`src/rtl/sdram_burst_reader_pkg.sv`:
```
// Shared constants, widths and FSM encoding for the SDRAM burst read path.
package sdram_pkg;
    localparam int SDRAM_ADDR_W  = 32;
    localparam int SDRAM_BURST_W = 11;
    localparam int SDRAM_W_DFLT  = 128;
    localparam int BEAT_BYTES    = SDRAM_W_DFLT / 8;

    function automatic int beat_bytes(input int data_w);
        return data_w / 8;
    endfunction

    typedef enum logic [2:0] {
        S_IDLE,
        S_WAITSPACE,
        S_REQ,
        S_DATA,
        S_FIN
    } sdram_rd_state_e;
endpackage

```
`src/rtl/sdram_burst_reader_if.sv`:
```
// Avalon-MM bus between a burst master and the SDRAM slave.
interface sdram_intf #(
    parameter int DATA_W = sdram_pkg::SDRAM_W_DFLT
);
    logic [sdram_pkg::SDRAM_ADDR_W-1:0]  address;
    logic [sdram_pkg::SDRAM_BURST_W-1:0] burstcount;
    logic                                read;
    logic                                write;
    logic [DATA_W-1:0]                   writedata;
    logic [sdram_pkg::beat_bytes(DATA_W)-1:0] byteenable;
    logic                                waitrequest;
    logic [DATA_W-1:0]                   readdata;
    logic                                readdatavalid;

    modport master (
        output address, burstcount, read, write, writedata, byteenable,
        input  waitrequest, readdata, readdatavalid
    );

    modport slave (
        input  address, burstcount, read, write, writedata, byteenable,
        output waitrequest, readdata, readdatavalid
    );
endinterface

```
`src/rtl/sdram_burst_reader_fifo.sv`:
```
// Show-ahead synchronous FIFO holding returned beats; reports free entries for burst admission.
module sdram_rd_fifo #(
    parameter int WIDTH = 129,
    parameter int DEPTH = 16
) (
    input  logic                     clk,
    input  logic                     rst_n,
    input  logic                     i_push,
    input  logic [WIDTH-1:0]         i_data,
    input  logic                     i_pop,
    output logic [WIDTH-1:0]         o_data,
    output logic                     o_empty,
    output logic [$clog2(DEPTH):0]   o_free
);
    localparam int AW = $clog2(DEPTH);
    localparam logic [AW:0] DEPTH_C = (AW+1)'(DEPTH);

    logic [WIDTH-1:0] r_mem [DEPTH];
    logic [AW-1:0]    r_wr_ptr;
    logic [AW-1:0]    r_rd_ptr;
    logic [AW:0]      r_count;
    logic             w_push;
    logic             w_pop;

    assign w_pop  = i_pop && (r_count != '0);
    assign w_push = i_push && ((r_count != DEPTH_C) || w_pop);

    // NOTE: storage is not reset; emptiness is tracked by the count, so stale contents are never visible.
    always_ff @(posedge clk) begin
        if (w_push) r_mem[r_wr_ptr] <= i_data;
    end

    always_ff @(posedge clk or negedge rst_n) begin
        if (!rst_n) begin
            r_wr_ptr <= '0;
            r_rd_ptr <= '0;
            r_count  <= '0;
        end else begin
            if (w_push) r_wr_ptr <= r_wr_ptr + AW'(1);
            if (w_pop)  r_rd_ptr <= r_rd_ptr + AW'(1);
            case ({w_push, w_pop})
                2'b10:   r_count <= r_count + 1'b1;
                2'b01:   r_count <= r_count - 1'b1;
                default: r_count <= r_count;
            endcase
        end
    end

    assign o_data  = r_mem[r_rd_ptr];
    assign o_empty = (r_count == '0);
    assign o_free  = DEPTH_C - r_count;
endmodule

```
`src/rtl/sdram_burst_reader.sv`:
```
// Avalon-MM burst read master: splits a linear read into bounded bursts and
// streams the returned beats out through a local FIFO with a last flag.
module sdram_burst_reader
    import sdram_pkg::*;
#(
    parameter int SDRAM_W    = SDRAM_W_DFLT,
    parameter int MAX_BURST  = 8,
    parameter int FIFO_DEPTH = 16
) (
    input  logic               clk,
    input  logic               rst_n,
    input  logic               cmd_valid,
    output logic               cmd_ready,
    input  logic [31:0]        cmd_addr,
    input  logic [15:0]        cmd_beats,
    output logic               out_valid,
    input  logic               out_ready,
    output logic [SDRAM_W-1:0] out_data,
    output logic               out_last,
    output logic               done,
    sdram_intf.master          sdram
);
    localparam int FREE_W = $clog2(FIFO_DEPTH) + 1;
    localparam logic [SDRAM_ADDR_W-1:0]  BEAT_BYTES_L = SDRAM_ADDR_W'(beat_bytes(SDRAM_W));
    localparam logic [SDRAM_ADDR_W-1:0]  ADDR_MASK    = ~(BEAT_BYTES_L - 1'b1);
    localparam logic [SDRAM_BURST_W-1:0] MAX_LEN      = SDRAM_BURST_W'(MAX_BURST);

    sdram_rd_state_e            r_state, w_state_nxt;
    logic [SDRAM_ADDR_W-1:0]    r_addr, w_addr_nxt;
    logic [15:0]                r_remaining, w_remaining_nxt;
    logic [SDRAM_BURST_W-1:0]   r_len, w_len_nxt;
    logic [SDRAM_BURST_W-1:0]   r_beat_cnt, w_beat_cnt_nxt;
    logic                       r_read, w_read_nxt;
    logic [SDRAM_ADDR_W-1:0]    r_address, w_address_nxt;
    logic [SDRAM_BURST_W-1:0]   r_burstcount, w_burstcount_nxt;
    logic                       r_done, w_done_nxt;

    logic [SDRAM_BURST_W-1:0]   w_len;
    logic                       w_push;
    logic                       w_push_last;
    logic                       w_burst_end;
    logic                       w_pop;
    logic                       w_fifo_empty;
    logic [FREE_W-1:0]          w_free;
    logic [SDRAM_W:0]           w_head;

    assign w_len       = (r_remaining >= 16'(MAX_BURST)) ? MAX_LEN : r_remaining[SDRAM_BURST_W-1:0];
    assign w_push      = (r_state == S_DATA) && sdram.readdatavalid;
    assign w_burst_end = (r_beat_cnt == r_len - 1'b1);
    // Final beat of the whole command: last beat of the burst that exhausts the remaining count.
    assign w_push_last = (r_remaining == 16'(r_len)) && w_burst_end;
    assign w_pop       = out_valid && out_ready;

    always_comb begin
        // NOTE: every output of this block gets a default first so no path leaves one unassigned (no latch).
        w_state_nxt      = r_state;
        w_addr_nxt       = r_addr;
        w_remaining_nxt  = r_remaining;
        w_len_nxt        = r_len;
        w_beat_cnt_nxt   = r_beat_cnt;
        w_read_nxt       = r_read;
        w_address_nxt    = r_address;
        w_burstcount_nxt = r_burstcount;
        w_done_nxt       = 1'b0;
        unique case (r_state)
            S_IDLE: if (cmd_valid) begin
                w_addr_nxt      = cmd_addr & ADDR_MASK;
                w_remaining_nxt = cmd_beats;
                w_state_nxt     = (cmd_beats == '0) ? S_FIN : S_WAITSPACE;
            end
            // readdatavalid cannot be stalled, so the whole burst must fit before it is requested.
            S_WAITSPACE: if (32'(w_free) >= 32'(w_len)) begin
                w_len_nxt        = w_len;
                w_read_nxt       = 1'b1;
                w_address_nxt    = r_addr;
                w_burstcount_nxt = w_len;
                w_state_nxt      = S_REQ;
            end
            S_REQ: if (!sdram.waitrequest) begin
                w_read_nxt     = 1'b0;
                w_beat_cnt_nxt = '0;
                w_state_nxt    = S_DATA;
            end
            S_DATA: if (sdram.readdatavalid) begin
                w_beat_cnt_nxt = r_beat_cnt + 1'b1;
                if (w_burst_end) begin
                    w_addr_nxt      = r_addr + 32'(r_len) * BEAT_BYTES_L;
                    w_remaining_nxt = r_remaining - 16'(r_len);
                    w_state_nxt     = w_push_last ? S_FIN : S_WAITSPACE;
                end
            end
            // Complete on the cycle the FIFO becomes empty so done follows the last pop by one cycle.
            S_FIN: if (w_fifo_empty || ((w_free == FREE_W'(FIFO_DEPTH - 1)) && w_pop)) begin
                w_done_nxt  = 1'b1;
                w_state_nxt = S_IDLE;
            end
            default: w_state_nxt = S_IDLE;
        endcase
    end

    // NOTE: sequential state updates use non-blocking assignments so all registers see pre-edge values.
    always_ff @(posedge clk or negedge rst_n) begin
        if (!rst_n) begin
            r_state      <= S_IDLE;
            r_addr       <= '0;
            r_remaining  <= '0;
            r_len        <= '0;
            r_beat_cnt   <= '0;
            r_read       <= 1'b0;
            r_address    <= '0;
            r_burstcount <= '0;
            r_done       <= 1'b0;
        end else begin
            r_state      <= w_state_nxt;
            r_addr       <= w_addr_nxt;
            r_remaining  <= w_remaining_nxt;
            r_len        <= w_len_nxt;
            r_beat_cnt   <= w_beat_cnt_nxt;
            r_read       <= w_read_nxt;
            r_address    <= w_address_nxt;
            r_burstcount <= w_burstcount_nxt;
            r_done       <= w_done_nxt;
        end
    end

    sdram_rd_fifo #(
        .WIDTH (SDRAM_W + 1),
        .DEPTH (FIFO_DEPTH)
    ) u_fifo (
        .clk     (clk),
        .rst_n   (rst_n),
        .i_push  (w_push),
        .i_data  ({w_push_last, sdram.readdata}),
        .i_pop   (w_pop),
        .o_data  (w_head),
        .o_empty (w_fifo_empty),
        .o_free  (w_free)
    );

    assign cmd_ready = (r_state == S_IDLE);
    assign out_valid = !w_fifo_empty;
    assign out_data  = w_head[SDRAM_W-1:0];
    assign out_last  = out_valid && w_head[SDRAM_W];
    assign done      = r_done;

    assign sdram.read       = r_read;
    assign sdram.address    = r_address;
    assign sdram.burstcount = r_burstcount;
    assign sdram.write      = 1'b0;
    assign sdram.writedata  = '0;
    assign sdram.byteenable = '1;
endmodule

```
`src/flat_wrapper.sv`:
```
// flat-port wrapper written by rule: the top's interface ports become plain ports
module sdram_burst_reader_flat import sdram_pkg::*;
#(
    parameter int SDRAM_W    = SDRAM_W_DFLT,
    parameter int MAX_BURST  = 8,
    parameter int FIFO_DEPTH = 16
)
  (clk, rst_n, cmd_valid, cmd_ready, cmd_addr, cmd_beats, out_valid, out_ready, out_data, out_last, done, sdram_address, sdram_burstcount, sdram_read, sdram_write, sdram_writedata, sdram_byteenable, sdram_waitrequest, sdram_readdata, sdram_readdatavalid);
  sdram_intf #(.DATA_W((128))) sdram_i ();
  input  logic clk;
  input  logic rst_n;
  input  logic cmd_valid;
  output logic cmd_ready;
  input  logic [31:0] cmd_addr;
  input  logic [15:0] cmd_beats;
  output logic out_valid;
  input  logic out_ready;
  output logic [SDRAM_W-1:0] out_data;
  output logic out_last;
  output logic done;
  output wire logic [$bits(sdram_i.address)-1:0] sdram_address;
  output wire logic [$bits(sdram_i.burstcount)-1:0] sdram_burstcount;
  output wire logic [$bits(sdram_i.read)-1:0] sdram_read;
  output wire logic [$bits(sdram_i.write)-1:0] sdram_write;
  output wire logic [$bits(sdram_i.writedata)-1:0] sdram_writedata;
  output wire logic [$bits(sdram_i.byteenable)-1:0] sdram_byteenable;
  input wire logic [$bits(sdram_i.waitrequest)-1:0] sdram_waitrequest;
  input wire logic [$bits(sdram_i.readdata)-1:0] sdram_readdata;
  input wire logic [$bits(sdram_i.readdatavalid)-1:0] sdram_readdatavalid;
  assign sdram_address = sdram_i.address;
  assign sdram_burstcount = sdram_i.burstcount;
  assign sdram_read = sdram_i.read;
  assign sdram_write = sdram_i.write;
  assign sdram_writedata = sdram_i.writedata;
  assign sdram_byteenable = sdram_i.byteenable;
  assign sdram_i.waitrequest = sdram_waitrequest;
  assign sdram_i.readdata = sdram_readdata;
  assign sdram_i.readdatavalid = sdram_readdatavalid;
  sdram_burst_reader #(.SDRAM_W(SDRAM_W), .MAX_BURST(MAX_BURST), .FIFO_DEPTH(FIFO_DEPTH)) u_core (.clk(clk), .rst_n(rst_n), .cmd_valid(cmd_valid), .cmd_ready(cmd_ready), .cmd_addr(cmd_addr), .cmd_beats(cmd_beats), .out_valid(out_valid), .out_ready(out_ready), .out_data(out_data), .out_last(out_last), .done(done), .sdram(sdram_i));
endmodule
```
`config.mk`:
```
export PLATFORM = sky130hd
export DESIGN_NAME = sdram_burst_reader_flat
export DESIGN_NICKNAME = d
export VERILOG_FILES = /design/src/rtl/sdram_burst_reader_pkg.sv /design/src/rtl/sdram_burst_reader_if.sv /design/src/rtl/sdram_burst_reader_fifo.sv /design/src/rtl/sdram_burst_reader.sv /design/src/flat_wrapper.sv
export SDC_FILE = /design/constraint.sdc
export NUM_CORES = 2
export LEC_CHECK = 0
export CAP_MARGIN = 20
export CORE_MARGIN = 3
export CORE_UTILIZATION = 66
export CTS_BUF_LIST = sky130_fd_sc_hd__clkbuf_4
export DETAILED_ROUTE_END_ITERATION = 8
export PLACE_DENSITY_LB_ADDON = 0.3
export SLEW_MARGIN = 25
export SYNTH_ARGS = -nofsm -noshare
export SYNTH_HDL_FRONTEND = slang
export SYNTH_HIERARCHICAL = 1
export SYNTH_SLANG_ARGS = --single-unit
```
`constraint.sdc`:
```
create_clock -name clk -period 21.2 [get_ports clk]
set_clock_uncertainty 0.2 [all_clocks]
set_input_delay 2.12 -clock clk [delete_from_list [all_inputs] [get_ports clk]]
set_output_delay 2.12 -clock clk [all_outputs]
set_load 0.05 [all_outputs]
```
# After elaboration in Yosys (flattened, before gate mapping)
# Memory sizes are Yosys's and may differ from the RTL's.
# Index checks and enable logic that the tools add are counted.
# W data, S select, Z words.
dict set report word_totals {
  ff_bits 120
  out_inout_bits 321
  mem_count 1
  wordCells 91
  ramBits 2064
  in_bits 182
}
# name words word_bits read_ports rd_clocked_by_memory_dff wr line_no
set mem_list {}
lappend mem_list {u_core.u_fifo.r_mem 16 129 1 0 1 sdram_burst_reader_fifo.sv:18} ;# logic [WIDTH-1:0] r_mem [DEPTH];
dict set report op_classes {
  eq_ne 16
  addsub 9
  magnitude_cmp 2
  mux 29
  reduce_logical 23
}
# cell n
set op_table {}
lappend op_table {{$mux W32} 3}
lappend op_table {{$pmux W32 S2} 1}
lappend op_table {{$mux W16} 3}
lappend op_table {{$mux W11} 3}
lappend op_table {{$add A32 B15 Y32} 1}
lappend op_table {{$pmux W16 S2} 1}
lappend op_table {{$mux W3} 8}
lappend op_table {{$pmux W11 S2} 1}
lappend op_table {{$eq A16 B11 Y1} 1}
lappend op_table {{$ge A16 B4 Y1 const B} 1}
lappend op_table {{$logic_not A16 Y1} 1}
lappend op_table {{$sub A16 B11 Y16} 1}
lappend op_table {{$pmux W3 S5} 1}
lappend op_table {{$add A11 B1 Y11 const B} 1}
lappend op_table {{$eq A11 B11 Y1} 1}
lappend op_table {{$ge A5 B11 Y1} 1}
lappend op_table {{$sub A11 B1 Y11 const B} 1}
lappend op_table {{$pmux W5 S2} 1}
lappend op_table {{$add A4 B1 Y4 const B} 2}
lappend op_table {{$reduce_bool A2 Y1} 4}
lappend op_table {{$logic_and A1 B1 Y1} 7}
lappend op_table {{$eq A3 B2 Y1 const B} 2}
lappend op_table {{$mux W1} 6}
lappend op_table {{$ne A2 B1 Y1 const B} 3}
lappend op_table {{other kinds (20)} 24}

# Longest topological paths before layout
dict set report logic_depth {
  word_depth 8
  depth_mapped 12
  mapped_depth_nobuf 12
}

# Hierarchy
# Netlist, hierarchy kept.
# module n_inst cells_each seq_area_each_um2 area_per_inst_um2
set by_module_without_submodules {}
lappend by_module_without_submodules {sdram_rd_fifo 1 3138 62304.8 78788.1}
lappend by_module_without_submodules {sdram_burst_reader 1 834 2477.4 7500.9}

# Worst setup path after synthesis
# No wires, ideal clock.
dict set report synth_path {
  path_kind {input -> register}
  startpoint {in sdram_readdatavalid}
  endpoint {mem u_core.u_fifo.r_mem[7][0], enable pin}
  path_buffers 0
  required_time_ns 20.198
  setup_time_ns 0.802
  slack_ns 7.942
  t_arrival_ns 12.256
  stages 5
  path_cell_list {nand2_1 inv_1 a21boi_1 nand2_1 nor3b_1}
}
dict set report synth_between {
  elab_chain_cells 4
}
# element line_no
set synth_lines {}
lappend synth_lines {{start, declared} flat_wrapper.sv:29} ;# input wire logic [$bits(sdram_i.readdatavalid)-1:0] sdram_readdatavalid;
lappend synth_lines {{$logic_and A1 B1 Y1} sdram_burst_reader.sv:48} ;# assign w_push = (r_state == S_DATA) && sdram.readdatavalid;
lappend synth_lines {{net u_core.w_push} sdram_burst_reader.sv:39} ;# logic w_push;
lappend synth_lines {{$logic_and A1 B1 Y1} sdram_burst_reader_fifo.sv:26} ;# assign w_push = i_push && ((r_count != DEPTH_C) || w_pop);
lappend synth_lines {{$mux W1} sdram_burst_reader_fifo.sv:30} ;# if (w_push) r_mem[r_wr_ptr] <= i_data;
lappend synth_lines {{$mux W1 (not written as such)} sdram_burst_reader_fifo.sv:30}
lappend synth_lines {{end, declared} sdram_burst_reader_fifo.sv:18}
# The timed path passes the listed nets, and every way through them passes these cells.

# Worst setup path after layout
dict set report layout_path {
  startpoint {reg u_core.u_fifo.r_rd_ptr[2]}
  endpoint {out out_data[39]}
}
dict set report layout_between {
  elab_chain_cells 1
}
# element line_no
set layout_lines {}
lappend layout_lines {{start, declared} sdram_burst_reader_fifo.sv:20} ;# logic [AW-1:0] r_rd_ptr;
lappend layout_lines {{start signal, assigned} sdram_burst_reader_fifo.sv:40} ;# if (w_pop) r_rd_ptr <= r_rd_ptr + AW'(1);
lappend layout_lines {{$mem_v2 Z16 W129} -}
lappend layout_lines {{end, declared} flat_wrapper.sv:18} ;# output logic [SDRAM_W-1:0] out_data;
# Every way passes these cells.

==> results_dict.tcl <==
set metrics [dict create \
    wl_per_cell_um 28.2 \
    timing.critical_path.to_type "output pin" \
    post_cts.resized_instances 0 \
    static-leakage-power_nw 32.3 \
    final_weighted_congestion_in_routability_driven_placement 0.920 \
    crit_path_start_kind "flop" \
    fin_setup_tns_ns 0 \
    cts_post_setup_buffers_inserted 0 \
    fp.dieH_um 368 \
    clockPowerShare_pct 24.6 \
    core_region_area_sq_um 130000 \
    synthDistinctLibCells 73 \
    synth_edf_count 2064 \
    io_pins 503 \
    regToRegSetupSlack_ns 15.10 \
    route.detailed.drc 0 \
    grt_antenna_before_repair 26 \
    synth_area_leader_cell "edfxtp_1" \
    yosys.area.top_type_share_pct 71.8 \
    numCtsBuffers 551 \
    track_usage_pct 29.0 \
    cap_violations 0 \
    initial_core_util_pct 66.6 \
    synth_warnings 6 \
    detailroute.via_count 43900 \
    power_total_w 0.0137 \
    placement_rows 132 \
    synth_simple_gate_area_share_pct 2.08 \
    rsz_0062_raised_after_global_routing "no" \
    dominant_combinational_cell_family_by_area_after_synthesis "multiplexers" \
    worst_ep_arrival_time_ns 6.12 \
    holdCritPathClass "reg -> reg" \
    power.ir.vdd_worst_v 0.000153 \
    tritoncts "yes" \
    holdBufCountCts 0 \
    largest_net_degree_at_the_start_of_global_routing 147 \
    dieArea_sq_um 135000 \
    final.setup.worst_slack_ns 12.76 \
    clock_path_buffers 4 \
    dp_worst_setup_slack_ns 13.54 \
    power_per_cell_area_nw_per_um2 141 \
    grt.overflow.total 0 \
    netlist_top_cells_area "edfxtp_1 (72%), mux4_2 (16%), dfrtp_1 (3.2%), buf_4 (1.5%), buf_6 (0.61%)" \
    slew-limit-headroom_pct 26.2 \
    drtPass1Iterations 6 \
    cts_root_buffer "clkbuf_4" \
    post_synth_xor_area_fraction_pct 0.508 \
    period_utilization_post_route_pct 39.8 \
    muxShareOfSynthArea_pct 16.5 \
    seqPwrFrac_pct 39.1 \
    insertion_delay_ns 1.27 \
    worst_pin_slew_ns 1.11 \
    whs_ns 0.306 \
    synth-compound-area-share_pct 2.25 \
    synth_top_flop_cell "edfxtp_1" \
    drv_slew 0 \
    run_status "complete, no violations" \
    die_width_um 368 \
    post-route-min-period_ns 8.44 \
    synth_area_sq_um 86300 \
    wire_length_of_the_first_global_routing_pass_um 287000 \
    finish.net_count 4971 \
    power_frac_comb_pct 36.3 \
    synth.top_cells.by_count "edfxtp_1 (2064), mux4_2 (594), buf_4 (169)" \
    finish.instance_area_sq_um 97600 \
    max_clock_freq_mhz 118 \
    placement.cell_area_sq_um 90900 \
    h-tree-depth 6 \
    yosys.cell_count.top_type "edfxtp_1" \
    worst-path-max-fanout 54 \
    synth.yosys.seq_area_share_pct 75.1 \
    switchingPower_w 0.00475 \
    netlist_instances 3972 \
    critical_path_class "reg -> out" \
    drive_above_1_share_pct 30.8 \
    first_iter_violations 5110 \
    synth_async_sr_flop_share_pct 5.15 \
    critPathRequiredTime_ns 18.88 \
    timing.final.hold_violations 0 \
    adder_cell_share_of_the_synthesized_area_pct 0.650 \
    yosys_register_bits 2176 \
    detail_route.vias_per_cell 6.41 \
    clk_transition_reported_paths_ns 0.07 \
    syn2layout_area_growth_pct 13.2 \
    fill_cells 7022 \
    p_int_w 0.00897 \
    report.final.setup_viol 0 \
    avgSynthCellArea_sq_um 21.7 \
    clock_sinks 2176 \
    postRouteWirelength_um 193000 \
    dpl_hpwl_um 100000 \
    vias_in_the_first_global_route 45500 \
    buffers_on_ports 349 \
    switching_share_pct 34.6 \
    antenna_nets_post_route 0 \
]
registers in the layout, summed over array words and instances, names as in the netlist:
name,cells
u_core/u_fifo/r_mem,2064
u_core/r_addr,28
u_core/sdram.address,28
u_core/r_remaining,16
u_core/r_beat_cnt,11
u_core/sdram.burstcount,11
u_core/u_fifo/r_count,5
u_core/u_fifo/r_rd_ptr,4
u_core/u_fifo/r_wr_ptr,4
u_core/r_state,3
u_core/done,1
u_core/sdram.read,1
logic make-up (layout without fill, tap and decap cells):
kind of cell,Yosys count,count (layout)
flops,2176,2176
mux,677,677
buf+inv,382,1348
simple gates,352,352
compound gates,290,290
xor+xnor,50,50
fa+ha+maj,43,43
other cells,2,174
path summary, 6_finish.rpt:
path | from | endpoint | depth (start not counted)
max | u_core/u_fifo/r_rd_ptr[2]$_DFFE_PN0N_ | out_data[39] | 6
max in group asynchronous | rst_n | u_core/sdram.address[21]$_DFFE_PN0P_ | 2
min in group asynchronous | rst_n | u_core/sdram.burstcount[3]$_DFFE_PN0P_ | 1
max reg2reg | u_core/r_state[2]$_DFFE_PN0P_ | u_core/u_fifo/r_mem[14][96]$_DFFE_PP_ | 9
min reg2reg | u_core/sdram.address[31]$_DFFE_PN0P_ | u_core/sdram.address[31]$_DFFE_PN0P_ | 1
min | u_core/sdram.address[31]$_DFFE_PN0P_ | u_core/sdram.address[31]$_DFFE_PN0P_ | 1
layout by cell type, fill, tap and decap left out, types with 60 or more instances in the layout:
cell / synthesis / final
buf_4: 169 / 60
edfxtp_1: 2064 / 2064
a21oi_1: 64 / 64
clkdlybuf4s50_1: 0 / 348
nor2_1: 64 / 63
dfrtp_1: 112 / 108
clkinv_1: 0 / 77
clkbuf_4: 0 / 775
mux4_2: 594 / 594
conb_1: 2 / 150
nand2_1: 101 / 101
critical path: stages, from the launching register on:
cell             delay, ns
dfrtp_4               0.64
buf_4                 0.77
buf_4                 0.79
buf_4                 0.82
mux4_2                0.45
mux4_2                0.47
clkdlybuf4s50_1       0.78
layer usage:
layer | track usage, % | up-vias | part of all wire [%]
li1 | - | 18200 | -
met3 | 7.58 | 321 | 9.8
met4 | 10.7 | 8 | 2.2
met5 | 0 | - | 0.023
met2 | 46.0 | 2516 | 51
met1 | 39.8 | 22900 | 37
power groups by stage:
stage / Clock [W] / Combinational [W] / Sequential (W)
finish: 0.00337 / 0.00498 / 0.00537
global route: 0.00369 / 0.00523 / 0.00540
CTS: 0.00346 / 0.00498 / 0.00538
detailed placement: 0 / 0.00495 / 0.00547
global placement: 0 / 0.00489 / 0.00543
floorplan: 0 / 0.00362 / 0.00548
stage by stage:
stage | util (%) | std cells
after global routing | 75.3 | 6839
after detailed placement | 70.1 | 5930
after global placement | 70.1 | 5929
after CTS | 75.2 | 6823
after floorplan | - | 4120
final | 75.3 | 6852
layout make-up:
cell class | instances | area [sq um] | share of cell area (%)
tap | 1742 | 2180 | 2.23
clock buffer | 775 | 5820 | 5.96
sequential | 2176 | 64800 | 66.4
antenna | 24 | 60.1 | 0.0615
clock inverter | 118 | 772 | 0.791
timing repair buffer | 423 | 4240 | 4.34
multi-input combinational | 1562 | 19700 | 20.1
inverter | 32 | 121 | 0.124
Note: power is estimated with default switching activity, not from simulation.
